[src/rtl/mem_pkg.sv]
// mem_pkg: shared types and write-mask constants for the non-blocking memory stage.
package mem_pkg;

    typedef enum logic [2:0] {
        OP_NONE = 3'd0,
        OP_LB   = 3'd1,
        OP_LBU  = 3'd2,
        OP_LH   = 3'd3,
        OP_LHU  = 3'd4,
        OP_LW   = 3'd5,
        OP_LWL  = 3'd6,
        OP_LWR  = 3'd7
    } load_op_t;

    typedef struct packed {
        logic        mem;
        logic        done;
        load_op_t    load_op;
        logic [1:0]  addr_lo;
        logic [3:0]  gr_we;
        logic [4:0]  dest;
        logic [31:0] result;
        logic [31:0] pc;
    } ms_entry_t;

    // nibble k holds the mask for addr_lo == k
    localparam logic [15:0] LWL_WEN = 16'b1111_1110_1100_1000;
    localparam logic [15:0] LWR_WEN = 16'b0001_0011_0111_1111;

    function automatic logic [3:0] lwl_wen(input logic [1:0] a);
        return LWL_WEN[{a, 2'b00} +: 4];
    endfunction

    function automatic logic [3:0] lwr_wen(input logic [1:0] a);
        return LWR_WEN[{a, 2'b00} +: 4];
    endfunction

endpackage

[src/rtl/load_align.sv]
// load_align: formats raw SRAM read data for byte/half/word/LWL/LWR loads.
module load_align
    import mem_pkg::*;
(
    input  logic [31:0] rdata,
    input  load_op_t    op,
    input  logic [1:0]  addr_lo,
    input  logic [3:0]  gr_in,
    output logic [31:0] result,
    output logic [3:0]  wen
);

    logic [31:0] shr;
    logic [15:0] half;

    assign shr  = rdata >> {addr_lo, 3'b000};
    assign half = addr_lo[1] ? rdata[31:16] : rdata[15:0];

    assign result = op == OP_LB  ? {{24{shr[7]}}, shr[7:0]} :
                    op == OP_LBU ? {24'b0, shr[7:0]} :
                    op == OP_LH  ? {{16{half[15]}}, half} :
                    op == OP_LHU ? {16'b0, half} :
                    op == OP_LWL ? rdata << {~addr_lo, 3'b000} :
                    op == OP_LWR ? shr : rdata;

    assign wen = op == OP_LWL ? lwl_wen(addr_lo) :
                 op == OP_LWR ? lwr_wen(addr_lo) : gr_in;

endmodule

[src/rtl/mem_stage_nb.sv]
// mem_stage_nb: in-order queue of up to DEPTH instructions with outstanding data-SRAM
// requests; matches in-order responses, formats loads, retires to WB, drains after flush.
module mem_stage_nb
    import mem_pkg::*;
#(
    parameter int DEPTH = 2,
    parameter int AW    = 32
) (
    input  logic                       clk,
    input  logic                       reset,
    input  logic                       es_valid,
    output logic                       ms_allowin,
    input  logic                       es_req_sent,
    input  logic [2:0]                 es_load_op,
    input  logic [1:0]                 es_addr_lo,
    input  logic [3:0]                 es_gr_we,
    input  logic [4:0]                 es_dest,
    input  logic [AW-1:0]              es_result,
    input  logic [AW-1:0]              es_pc,
    input  logic                       data_sram_data_ok,
    input  logic [31:0]                data_sram_rdata,
    input  logic                       flush,
    output logic                       ms_to_ws_valid,
    input  logic                       ws_allowin,
    output logic [AW-1:0]              ms_pc,
    output logic [4:0]                 ms_dest,
    output logic [3:0]                 ms_gr_we,
    output logic [31:0]                ms_result,
    output logic                       ms_fwd_busy,
    input  logic [4:0]                 fwd_dest,
    output logic [$clog2(DEPTH+1)-1:0] ms_inflight
);

    localparam int PW = $clog2(DEPTH);
    localparam int CW = $clog2(DEPTH+1);

    ms_entry_t     q [DEPTH];
    logic [PW-1:0] head, tail, hit, idx;
    logic [CW-1:0] count, discard, pend;
    logic          hit_ok, push, pop;
    logic [31:0]   al_result;
    logic [3:0]    al_wen;

    // hit is the oldest live entry still waiting on its response
    always_comb begin
        pend        = '0;
        hit         = head;
        hit_ok      = 1'b0;
        ms_fwd_busy = 1'b0;
        idx         = head;
        for (int i = 0; i < DEPTH; i++) begin
            idx = head + PW'(i);
            if (CW'(i) < count && q[idx].mem && !q[idx].done) begin
                pend = pend + CW'(1);
                if (!hit_ok) begin
                    hit    = idx;
                    hit_ok = 1'b1;
                end
                if (q[idx].load_op != OP_NONE && q[idx].dest == fwd_dest && fwd_dest != 5'd0)
                    ms_fwd_busy = 1'b1;
            end
        end
    end

    assign ms_inflight    = discard + pend;
    assign ms_allowin     = !flush && count < CW'(DEPTH) && (!es_req_sent || ms_inflight < CW'(DEPTH));
    assign ms_to_ws_valid = count != '0 && q[head].done && !flush;
    assign push           = es_valid && ms_allowin;
    assign pop            = ms_to_ws_valid && ws_allowin;

    assign ms_pc     = q[head].pc;
    assign ms_dest   = q[head].dest;
    assign ms_gr_we  = q[head].gr_we;
    assign ms_result = q[head].result;

    load_align u_align (
        .rdata  (data_sram_rdata),
        .op     (q[hit].load_op),
        .addr_lo(q[hit].addr_lo),
        .gr_in  (q[hit].gr_we),
        .result (al_result),
        .wen    (al_wen)
    );

    always_ff @(posedge clk) begin
        if (reset) begin
            head    <= '0;
            tail    <= '0;
            count   <= '0;
            discard <= '0;
        end else if (flush) begin
            head    <= '0;
            tail    <= '0;
            count   <= '0;
            discard <= discard + pend - CW'(data_sram_data_ok);
        end else begin
            if (data_sram_data_ok) begin
                if (discard != '0)
                    discard <= discard - CW'(1);
                else if (hit_ok) begin
                    q[hit].done <= 1'b1;
                    if (q[hit].load_op != OP_NONE) begin
                        q[hit].result <= al_result;
                        q[hit].gr_we  <= al_wen;
                    end
                end
            end
            if (push) begin
                q[tail] <= '{mem: es_req_sent, done: !es_req_sent, load_op: load_op_t'(es_load_op),
                             addr_lo: es_addr_lo, gr_we: es_gr_we, dest: es_dest,
                             result: es_result, pc: es_pc};
                tail <= tail + PW'(1);
            end
            if (pop)
                head <= head + PW'(1);
            count <= count + CW'(push) - CW'(pop);
        end
    end

    a_inflight_bound: assert property (@(posedge clk) disable iff (reset) ms_inflight <= CW'(DEPTH));

endmodule

[config.mk]
export PLATFORM = sky130hd
export DESIGN_NAME = mem_stage_nb
export DESIGN_NICKNAME = d
export VERILOG_FILES = /design/src/rtl/mem_pkg.sv /design/src/rtl/load_align.sv /design/src/rtl/mem_stage_nb.sv
export SDC_FILE = /design/constraint.sdc
export NUM_CORES = 1
export LEC_CHECK = 0
export ABC_AREA = 1
export BUFFER_PORTS_ARGS = -buffer_cell sky130_fd_sc_hd__buf_4
export CAP_MARGIN = 20
export CORE_ASPECT_RATIO = 0.6
export CORE_UTILIZATION = 56
export CTS_CLUSTER_SIZE = 25
export DETAILED_ROUTE_END_ITERATION = 10
export GPL_TIMING_DRIVEN = 0
export PLACE_DENSITY = 0.81
export SLEW_MARGIN = 10
export SYNTH_ARGS = -nofsm -noshare
export SYNTH_HDL_FRONTEND = slang
export SYNTH_SLANG_ARGS = --single-unit
[constraint.sdc]
create_clock -name clk -period 4.8 [get_ports clk]
set_input_delay 0.24 -clock clk [delete_from_list [all_inputs] [get_ports clk]]
set_output_delay 0.24 -clock clk [all_outputs]
set_load 0.03 [all_outputs]
=== After elaboration in Yosys (flattened, before gate mapping) ===
Memories as Yosys holds them, arrays and structs flattened. A register that Yosys moved wholly into a read port is not among the register bits.
Index checks and enable logic that the tools add are counted.

* Register bits after elaboration: 6
* Bits in writable memories: 160
* Input port bits: 122
* Output and inout bits: 78
* Memories: 1

* Add/sub/neg operators: 8
* Magnitude comparators: 4
* Eq/ne operators: 8
* Shifts and indexed selects: 4
* Multiplexer cells: 41
* Bitwise operators: 1
* Reduce and logical (&&, ||, !) cells: 29

{| class="wikitable"
|+ Memory list
! memory !! depth !! bits a word !! rd ports !! clocked after Yosys merged registers in !! wr ports !! line !! RTL
|-
| q || 2 || 80 || 3 || 1 || 2 || mem_stage_nb.sv:37 || <nowiki>ms_entry_t q [DEPTH];</nowiki>
|}

{| class="wikitable"
|+ Operators by type and width
! kind !! count
|-
| $mux W32 || 6
|-
| $shiftx A16 B5 Y4 const A || 2
|-
| $shl A32 B5 Y32 || 1
|-
| $shr A32 B5 Y32 || 1
|-
| $mux W1 || 28
|-
| $mux W16 || 1
|-
| $logic_and A1 B1 Y1 || 14
|-
| $eq A5 B5 Y1 || 2
|-
| $eq A3 B3 Y1 const B || 3
|-
| $reduce_bool A3 Y1 || 3
|-
| $mux W2 || 4
|-
| $mux W4 || 2
|-
| $reduce_bool A2 Y1 || 4
|-
| $eq A3 B2 Y1 const B || 2
|-
| $reduce_bool A5 Y1 || 1
|-
| $logic_not A1 Y1 || 4
|-
| $lt A1 B2 Y1 const A || 2
|-
| $lt A2 B2 Y1 const B || 2
|-
| $sub A2 B1 Y2 || 2
|-
| $eq A3 B1 Y1 const B || 1
|-
| $add A1 B1 Y1 const B || 2
|-
| $add A2 B1 Y2 || 1
|-
| $add A2 B1 Y2 const B || 1
|-
| $add A2 B2 Y2 || 1
|-
| 5 further kinds || 5
|}

=== Logic depth before layout (Yosys ltp) ===
Gate-level depths: netlist of run 1.

* Depth after elaboration: 15
* Gate-level depth with buffers: 22
* Gate-level depth less buffers: 20

=== Modules after synthesis ===
A second synthesis of run 1 with hierarchy kept.

* Cell total of the unflattened synthesis: 1240
* Area, all modules: 9665.5 um^2

{| class="wikitable"
|+ Modules (own cells, without submodules)
! module !! times used !! cells each !! area each (um^2)
|-
| mem_stage_nb || 1 || 772 || 7624.8
|-
| load_align || 1 || 468 || 2040.7
|}

=== Worst setup path before layout of run 1 ===
No wires, ideal clock.

* Kind: register to register
* Start point: register head
* End point: memory q[0][32] (netlist name) (enable)
* Library setup time: 0.479 ns
* Arrival: 4.032 ns
* Path slack: 0.288 ns
* Cell stages (with the launch flop): 17
* Clock period less this slack: 4.512 ns
* Path through: dfxtp_1 > inv_2 > nand3_2 > nand2_2 > nand2_1 > inv_1 > ha_1 > ha_1 > xor2_1 > inv_1 > a211o_1 > inv_1 > nand2_1 > nor2_1 > nand2_1 > clkbuf_1 > o21ai_0

{| class="wikitable"
|+ RTL lines
! what !! line !! RTL
|-
| start: declaration || mem_stage_nb.sv:38 || <nowiki>logic [PW-1:0] head, tail, hit, idx;</nowiki>
|-
| start signal: assignment || mem_stage_nb.sv:115 || <nowiki>head <= head + PW'(1);</nowiki>
|-
| end: declaration || mem_stage_nb.sv:37 ||
|}

==> results of run 1 <==
==> what timing repair did <==
| action | in CTS | in global routing |
|---|---|---|
| hold buffers | 40 | 1 |
| resized for setup | 0 | 0 |
| buffers inserted | 0 | 0 |
| endpoints found under the hold margin | 79 | 1 |
| setup endpoints to repair | 0 | 0 |
==> synthesized netlist by cell type (all sizes together), types with 2 or more instances <==
master | number | area [µm²]
ha | 7 | 87.58
o21ai | 51 | 270.3
or3 | 2 | 12.51
buf | 31 | 222.7
a21oi | 30 | 150.1
xnor2 | 3 | 26.28
nand3 | 91 | 470.5
o211ai | 3 | 22.52
xor2 | 6 | 52.55
or2 | 2 | 12.52
nor2 | 70 | 291.5
dfxtp | 9 | 180.2
inv | 78 | 295.3
nand3b | 2 | 15.01
edfxtp | 158 | 4745
nand2 | 730 | 2820
o22ai | 3 | 18.77
clkbuf | 30 | 112.6
a211oi | 3 | 22.52
and2 | 7 | 46.30
nand4 | 3 | 48.80
==> cell families after synthesis <==
kind of cell,Yosys count
xor+xnor,9
simple gates,909
buf+inv,139
fa+ha+maj,7
compound gates,96
flops,167
==> power breakdown <==
group,switching (mW),internal (mW)
registers,0.0119,1.64
logic,0.374,0.229
clock network,0.612,0.835
==> path summary, 6_finish.rpt <==
path,to,slack [ns]
min reg2reg,tail,0.50
min,q[1][67],0.02
max reg2reg,q[1][66],0.61
max,q[1][66],0.61
==> cells in the final DEF (no fill, tap or decap), drive strengths merged, types with 4 or more instances in the layout <==
cell type / netlist / routed
inv: 78 / 85
and2: 7 / 7
clkinv: 0 / 4
nand3: 91 / 91
a21oi: 30 / 30
o21ai: 51 / 51
ha: 7 / 7
dlygate4sd3: 0 / 41
edfxtp: 158 / 158
dfxtp: 9 / 9
clkbuf: 30 / 48
nor2: 70 / 70
xor2: 6 / 6
nand2: 730 / 730
buf: 31 / 234
==> worst register-to-register path, stage by stage (launching register included) <==
cell and delay [ns]:
dfxtp_1 0.43, inv_2 0.13, nand3_2 0.11, nand2_2 0.11
nand2_1 0.14, inv_1 0.06, ha_1 0.29, ha_1 0.19
xor2_1 0.23, inv_1 0.10, a211o_1 0.27, inv_1 0.08
nand2_1 0.12, nor2_1 0.17, nand2_1 0.27, inv_1 0.30
buf_2 0.59, buf_12 0.28
==> layout make-up <==
type	count	share of cell area (%)
sequential	167	38.16
tap	234	2.269
clock buffer	18	3.326
timing repair buffer	244	15.44
buffer	61	2.598
inverter	78	2.288
clock inverter	14	1.435
multi-input combinational	1021	34.49
==> stage by stage <==
step                hold WS, ns  area [µm²]  cells
global route           0.006055       12900   1837
floorplan                0.3091        9983   1327
global placement         0.4252       11770   1760
CTS                    0.004235       12890   1836
finish                  0.02185       12900   1837
detailed placement       0.4276       11880   1764
==> sequential cells by signal, summed over array words and instances (netlist names), named ones only <==
signal,flops
head,1
q,160
count,2
tail,1
discard,2
==> metal layers <==
layer,global-route usage [%],vias up,wire length [µm]
met5,0,-,0
met4,8.960,0,648
met3,11.44,68,4816
met2,56.06,728,14750
met1,53.77,4774,14040
li1,-,4787,-
==> impl_results.md, run 1 <==
- Status: completed
- Final Max Tran Viols: 0
- CTS Buf Count: 17
- Endpoint class of the critical path: flop
- Layout cells sized above 1: 19.03%
- Peak supply drop: about 0.00027 V
- Setup TNS: 0 ns
- Post-synth EDFFs: 158
- Total of fill cells in the finished design: 1254
- Max incr delay on CP: around 0.58 ns
- CP Launch Point: head
- Worst reg2reg startpoint: head
- Post-synthesis xor/xnor area fraction: less than 1%
- HP Class: input pin to flop
- TritonCTS clock tree: built
- Startpoint Class: flop
- Post-route worst setup slack: approximately 0.61 ns
- GRT overflow: 0
- Arr. time, crit path: 4.32 ns
- Total number of vias: about 10k
- Initial Util: 57.81%
- Hold wc startpoint: es_dest[3]
- Io pins: 200
- Cell Chain, Critical Path: inv_2, nand3_2, nand2_2, nand2_1, inv_1, ha_1, ha_1, xor2_1, inv_1, a211o_1, inv_1, nand2_1, nor2_1, nand2_1, inv_1, buf_2, buf_12
- Routed wire length: 34260 µm
- Post-synth net total: 1456
- Core area: roughly 17000 µm²
- Clock sink total: 167
- Flops & latches, synth: 167
- Post-route clock period utilization: 87.29%
- Compound-cell area share of the yosys netlist: roughly 5.3%
- First-pass DRT Iterations: 6
- Max frequency: ~240 MHz
- Synth Warn #: 0
- Die Ht: 105.4 µm
- Area Overhead vs Synth: 29.26%
- DIE AREA: between 15000 and 20000 µm²
- Syn Inst Count: 1327
- Hold Crit Depth: 1
- Leak pwr: 6.259 nW
- Ys flop type: edfxtp_1
- CP Depth: 17
- Post-route ant nets: 0
- Ant diodes: 0
- Drt initial violations: 1315
- Adder-Cell Fraction of Synth Area: 0.8773%
- Dominant combinational cell family by area after synthesis: simple AND/OR/NAND/NOR gates
- Multi-input logic area: 4451 µm²
- Slowest cell on the critical path: buf_2
- Pin count of the biggest net entering global routing: 29
- Number of global-route vias before repair: 9529
- Synth Cell Area: 9983 µm²
- Synth cell types: 46
- Sequential cell area: 4925 µm²
- Cell Pwr Density: roughly 290 nW/µm²
- Most numerous cell on the critical path: inv_1
- Post-synth ARST share: 0%
- Final setup fails: 0
- Total power: 3.703 mW
- Initial antenna violation count: 0
- Placer congestion estimate: 1.029
- CP delay by family, top: buffers and inverters
- Min cycle time layout: 4.190 ns
- First-pass GRT wire length: 52280 µm
- Port bufs: 199
- Detailed Place HPWL: 24280 µm
- Nets@finish: ~1.7k
- Cell row count: 37
- Total GRT Usage: 37.68%
- Simple-gate share of the synthesized area: 37.35%
- Wire per inst: 18.65 µm
- CTS max path bufs: 2
- Post-DR vias/cell: 5.638
- Drc violations: 0
- Worst R2R Path Depth: 17
- Clock root cell: clkbuf_16
- Number of hold violations in the final report: 0
- CP Buf/Inv Count: 7
- Crit-path max FO: 27
- Final Core Density: 74.73%
- Actual slew at the worst max-slew pin: 0.7642 ns
- H-tree depth: 4
- Slew margin rel.: 49.05%
- CP required: roughly 5 ns
- RSZ-0062 raised after global routing: no
- Final Skew: 0.009188 ns
- Crit Path Class: flop to flop
- Post-synthesis mux area share: 0%
- Post-Syn Area per Cell: 7.523 µm²
- DP Worst Slack: 0.7940 ns
- Sequential fraction of the synthesis area: 49.33%
- Worst skew pair latency: 0.43 ns
- Max Cap Viol: 0
- Die Wd: 174.4 µm
- Clock Pin Slew Worst Setup and Hold Paths: 0.07 ns
Power figures use the tool's default switching activity.
==> run 2: changes to the inputs <==
Settings changed: RECOVER_POWER set to 25, REMOVE_ABC_BUFFERS set to 1.
==> impl_results.md, run 2 (same netlist as run 1, synthesis figures left out) <==
- RSZ-0062 raised after global routing: no
- Total of fill cells in the finished design: 1287
- HP Class: input pin to flop
- Peak supply drop: about 0.00022 V
- Endpoint class of the critical path: flop
- Met3 WL: 3019 µm
- Crit-path max FO: 71
- Worst Hold Slack: 0.04526 ns
- Post-route worst setup slack: 0.2365 ns
- Cell row count: 37
- CTS max path bufs: 2
- Pin count of the biggest net entering global routing: just over 70
- Clock Pin Slew Worst Setup and Hold Paths: 0.08 ns
- Min cycle time layout: 4.563 ns
- Final Skew: 0.01445 ns
- Ant diodes: 0
- Final Max Tran Viols: 0
- Worst skew pair latency: 0.43 ns
- First-pass DRT Iterations: 6
- Max FFs per register: 160
- Drc violations: 0
- Met1 Routed Length: 12220 µm
- Reg with most FFs: q
- Routed wire length: 28140 µm
- Die Wd: 174.4 µm
- Largest registers: q (160), count (2), discard (2)
- Port bufs: 199
- Post-route ant nets: 0
- CTS Buf Count: 17
- R2r setup slk: 0.24 ns
- Uppermost layer routed: met4
- Leak pwr: 6.038 nW
- Area Overhead vs Synth: 26.37%
- Max Cap Viol: 0
- Cell Pwr Density: 284.7 nW/µm²
- Nets@finish: 1662
- Routed length on met2: 12420 µm
- Status: completed
- Final Instance Area: 12620 µm²
- Pint: 2.596 mW
- Max incr delay on CP: between 0.7 and 0.8 ns
- Logic gate share of total power: 15.4%
- Io pins: 200
- Clock root cell: clkbuf_16
- Switching power: 0.9948 mW
- Total power: 3.591 mW
- Commonest non-fill, non-tap cell in the layout: nand2_1
- Most numerous cell on the critical path: nand2_1
- Drt initial violations: between 1k and 1.5k
- TritonCTS clock tree: built
- Post-DP Area: ~12000 µm²
- Commonest cells after routing, fill and taps aside: 710 x nand2_1, 158 x edfxtp_1, 145 x buf_4, 88 x nand3_1, 69 x inv_1
- H-tree depth: 4
- Sw Share: 27.70%
- Actual slew at the worst max-slew pin: 1.060 ns
- Slowest cell on the critical path: nand3_1
- Placer congestion estimate: 0.9273
- First-pass GRT wire length: 44680 µm
- Total GRT Usage: 30.97%
- Final Core Density: 73.06%
- Number of hold violations in the final report: 0
- DIE AREA: 18380 µm²
- Post-route clock period utilization: 95.07%
- Crit Path Class: flop to flop
- Post-DR vias/cell: 5.338
- CP required: 4.99 ns
- Die Ht: 105.4 µm
- Startpoint Class: flop
- Detailed Place HPWL: 18900 µm
- Multi-input logic area: approximately 4500 µm²
- GRT overflow: 0
- CP delay by family, top: simple AND/OR/NAND/NOR gates
- Number of global-route vias before repair: 8889
- DP Worst Slack: 0.02120 ns
- Initial Util: 57.81%
- Clk pwr share: 38.6%
- Total number of vias: 9502
- Initial antenna violation count: 0
- Sequential cell area: 4928 µm²
- Core area: 17270 µm²
- Max frequency: 219.1 MHz
- Seq pwr share: 46.0%
- Clock sink total: 167
- Slew margin rel.: 29.14%
- Wire per inst: between 15 and 20 µm
- Setup Buffers After CTS: 0
- CP Buf/Inv Count: 2
- Final setup fails: 0
- Cell Chain, Critical Path: buf_16, inv_6, nand2_1, nand2_1, nand4_4, nand2_4, nand2_1, nand2_2, nand3_1, nand2_1, nor2_1, nand3_1, nand2_1, nand2_1, nand2_1, nand2_1, nand2_1
- Layout cells sized above 1: ~17%
- Hold wc startpoint: es_addr_lo[0]
- Arr. time, crit path: 4.76 ns
[run 2: changes by cell type in the layout (fill, tap and decap cells not counted), sizes merged]
cell | before | now
clkbuf | 48 | 72
buf | 234 | 153
bufinv | 3 | 1
clkinvlp | 0 | 2
[run 2: final cells by class]
| type | instances | area share, % |
|---|---|---|
| flip-flops and latches | 167 | 39.07 |
| multi-input cells | 1021 | 35.42 |
| repair buffers | 248 | 16.10 |
| clock buffers | 18 | 3.402 |
| inverters | 78 | 2.440 |
| well taps | 234 | 2.321 |
| clock inverters | 14 | 1.260 |
[run 2: metal layers]
layer	up-vias	track usage [%]
met2	516	49.17
li1	4672	-
met5	-	0
met1	4260	42.56
met3	54	7.395
met4	0	8.271
[run 2: repair_timing]
| item | in CTS | in global routing |
|---|---|---|
| hold endpoints to repair | 80 | 0 |
| gates resized for setup | 0 | 6 |
| hold buffers | 41 | 0 |
| setup endpoints to repair | 0 | 163 |
[run 2: worst register-to-register path, cell delays in order (launching register included)]
cell,delay (ns)
dfxtp_4,0.43
buf_16,0.24
inv_6,0.50
nand2_1,0.14
nand2_1,0.19
nand4_4,0.17
nand2_4,0.28
nand2_1,0.10
nand2_2,0.18
nand3_1,0.79
nand2_1,0.73
nor2_1,0.09
nand3_1,0.09
nand2_1,0.05
nand2_1,0.08
nand2_1,0.12
nand2_1,0.09
nand2_1,0.05
[run 2: worst paths after layout]
check / cells after the start / to
setup / recovery: 17 / q[0][43]
hold / removal: 1 / q[0][73]
setup reg to reg: 17 / q[0][43]
hold reg to reg: 2 / discard[1]
[run 2: power by group through the flow]
stage | combinational, mW | clock [mW] | sequential [mW]
after global routing | 0.609 | 1.45 | 1.65
after CTS | 0.550 | 1.39 | 1.65
final | 0.553 | 1.39 | 1.65
after global placement | 0.499 | 0 | 1.69
after detailed placement | 0.520 | 0 | 1.68
after floorplan | 0.303 | 0 | 1.68
[run 2: metrics by stage]
stage | TNS [ns] | std cells
final | 0 | 1780
after global routing | 0 | 1780
after CTS | 0 | 1780
after detailed placement | 0 | 1707
after global placement | -1169.17 | 1699
after floorplan | -413.68 | 1266
==> run 3: changes to the inputs <==
Settings changed: PLACE_DENSITY 0.81 to 0.8, REMOVE_ABC_BUFFERS 1 to unset.
==> impl_results.md, run 3 (same netlist as run 1, synthesis figures left out) <==
- Status: completed
- Worst setup path end: q[0][79]
- Clock root cell: clkbuf_16
- First-pass GRT wire length: around 53000 µm
- CP Launch Point: head
- Io pins: 200
- CP required: 4.93 ns
- Initial Util: 57.81%
- Hold-fix buffers, CTS: 43
- FF-to-FF End: q[0][79]
- Hold wc startpoint: es_result[5]
- RSZ-0062 raised after global routing: no
- Logic gate share of total power: 16.4%
- Slew margin rel.: 47.69%
- Final Instance Area: ~13000 µm²
- Worst reg2reg startpoint: head
- Uppermost layer routed: met4
- Core area: 17270 µm²
- Ant diodes: 0
- Crit Path Class: flop to flop
- Post-DP Area: around 12000 µm²
- Non-Filler Instances: 1839
- Pin count of the biggest net entering global routing: 35
- Post-route clock period utilization: around 84%
- Largest registers: q (160), count (2), discard (2)
- Clk pwr share: a little under two fifths
- Clock sink total: 167
- Placed cell count: 1764
- Seq pwr share: 45.3%
- Number of hold violations in the final report: 0
- H-tree depth: 4
- Final setup fails: 0
- Pint: 2.568 mW
- DIE AREA: 18380 µm²
- Sw Share: 29.54%
- Die Wd: about 170 µm
- Endpoint class of the critical path: flop
- TritonCTS clock tree: built
- Initial antenna violation count: 0
- Switching power: 1.077 mW
- Actual slew at the worst max-slew pin: 0.7649 ns
- Max frequency: 247.2 MHz
- Setup TNS: 0 ns
- Worst R2R Path Depth: 17
- Max Cap Viol: 0
- Total GRT Usage: 38.11%
- Total of fill cells in the finished design: 1274
- First-pass DRT Iterations: 9
- Clock Pin Slew Worst Setup and Hold Paths: around 0.080 ns
- Leak pwr: a little over 6 nW
- Nets@finish: roughly 1.7k
- Routed length on met2: 14820 µm
- Commonest cells after routing, fill and taps aside: 712 x nand2_1, 159 x buf_4, 158 x edfxtp_1, 88 x nand3_1, 71 x inv_1
- Post-route ant nets: 0
- Final Skew: between 0.01 and 0.015 ns
- Startpoint Class: flop
- R2r setup slk: 0.75 ns
- Met1 Routed Length: roughly 14000 µm
- Area Overhead vs Synth: 28.59%
- Die Ht: approximately 110 µm
- Met3 WL: 5061 µm
- Final Core Density: 74.34%
- Min cycle time layout: just over 4 ns
- Arr. time, crit path: between 4 and 5 ns
- Max FFs per register: 160
- GRT overflow: 0
- HP Class: input pin to flop
- Layout cells sized above 1: 17.76%
- Detailed Place HPWL: 24670 µm
- Peak supply drop: about 0.00027 V
- CTS Buf Count: 17
- Port bufs: 199
- CTS resizes: 0
- Final Max Tran Viols: 0
- Drt initial violations: 1478
- Crit-path max FO: 30
- Commonest non-fill, non-tap cell in the layout: nand2_1
- Post-DR vias/cell: 5.616
- Wire per inst: 18.78 µm
- Number of global-route vias before repair: roughly 9.7k
- Routed wire length: roughly 35000 µm
- Drc violations: 0
- Cell Pwr Density: 283.9 nW/µm²
- CTS max path bufs: 2
- Cell row count: 37
- Setup Buffers After CTS: 0
- Reg with most FFs: q
- Worst skew pair latency: 0.44 ns
- Total number of vias: 10.33k
- Placer congestion estimate: 1.011
## run 3: changes by cell type in the layout (fill, tap and decap cells not counted), sizes merged
cell,previous run,this run
buf,153,182
clkinv,4,9
bufinv,1,0
clkinvlp,2,0
clkbuf,72,99
dlygate4sd3,41,43
inv,85,84
## run 3: cell type report
cell class,count,area (µm²),area share (%)
clock inverters,15,180.2,1.404
inverters,78,295.3,2.300
multi-input cells,1021,4451,34.67
plain buffers,61,335.3,2.612
well taps,234,292.8,2.281
flip-flops and latches,167,4925,38.36
clock buffers,17,425.4,3.314
repair buffers,246,1933,15.06
## run 3: critical path: stages (launching register included)
cell and delay (ns):
dfxtp_1 0.43, inv_2 0.13, nand3_2 0.08, nand2_2 0.09
nand2_1 0.12, inv_1 0.07, ha_1 0.29, ha_1 0.19
xor2_1 0.22, inv_1 0.09, a211o_1 0.26, inv_1 0.07
nand2_1 0.15, nor2_1 0.18, nand2_1 0.25, inv_1 0.27
buf_2 0.54, buf_12 0.28
## run 3: per-layer routing
layer | vias up | GRT usage [%]
met1 | 4683 | 54.61
met2 | 772 | 57.54
met5 | - | 0
met3 | 78 | 9.019
met4 | 0 | 11.03
li1 | 4794 | -
## run 3: per-stage QoR
step	hold slack, ns	total power [mW]	setup WS, ns
CTS	0.03144	3.617	0.8195
floorplan	0.3091	1.997	0.2884
detailed placement	0.4276	2.236	0.8933
finish	0.07721	3.645	0.7548
global route	0.08453	3.741	0.4255
global placement	0.4248	2.220	-1.418
## run 3: how the worst min path moves through the flow
| stage | endpoint | slack [ns] | depth (start not counted) |
|---|---|---|---|
| finish | q[1][37] | 0.08 | 3 |
| global route | q[1][46] | 0.08 | 3 |
| CTS | q[0][79] | 0.03 | 1 |
| detailed placement | q[0][23] | 0.43 | 1 |
| global placement | q[0][65] | 0.42 | 1 |
| floorplan | discard[1] | 0.31 | 1 |
## run 3: power groups by stage
stage / Combinational, mW / Sequential [mW] / Clock, mW
floorplan: 0.315 / 1.68 / 0
global placement: 0.536 / 1.68 / 0
detailed placement: 0.552 / 1.68 / 0
CTS: 0.588 / 1.65 / 1.38
global route: 0.647 / 1.65 / 1.44
finish: 0.598 / 1.65 / 1.39
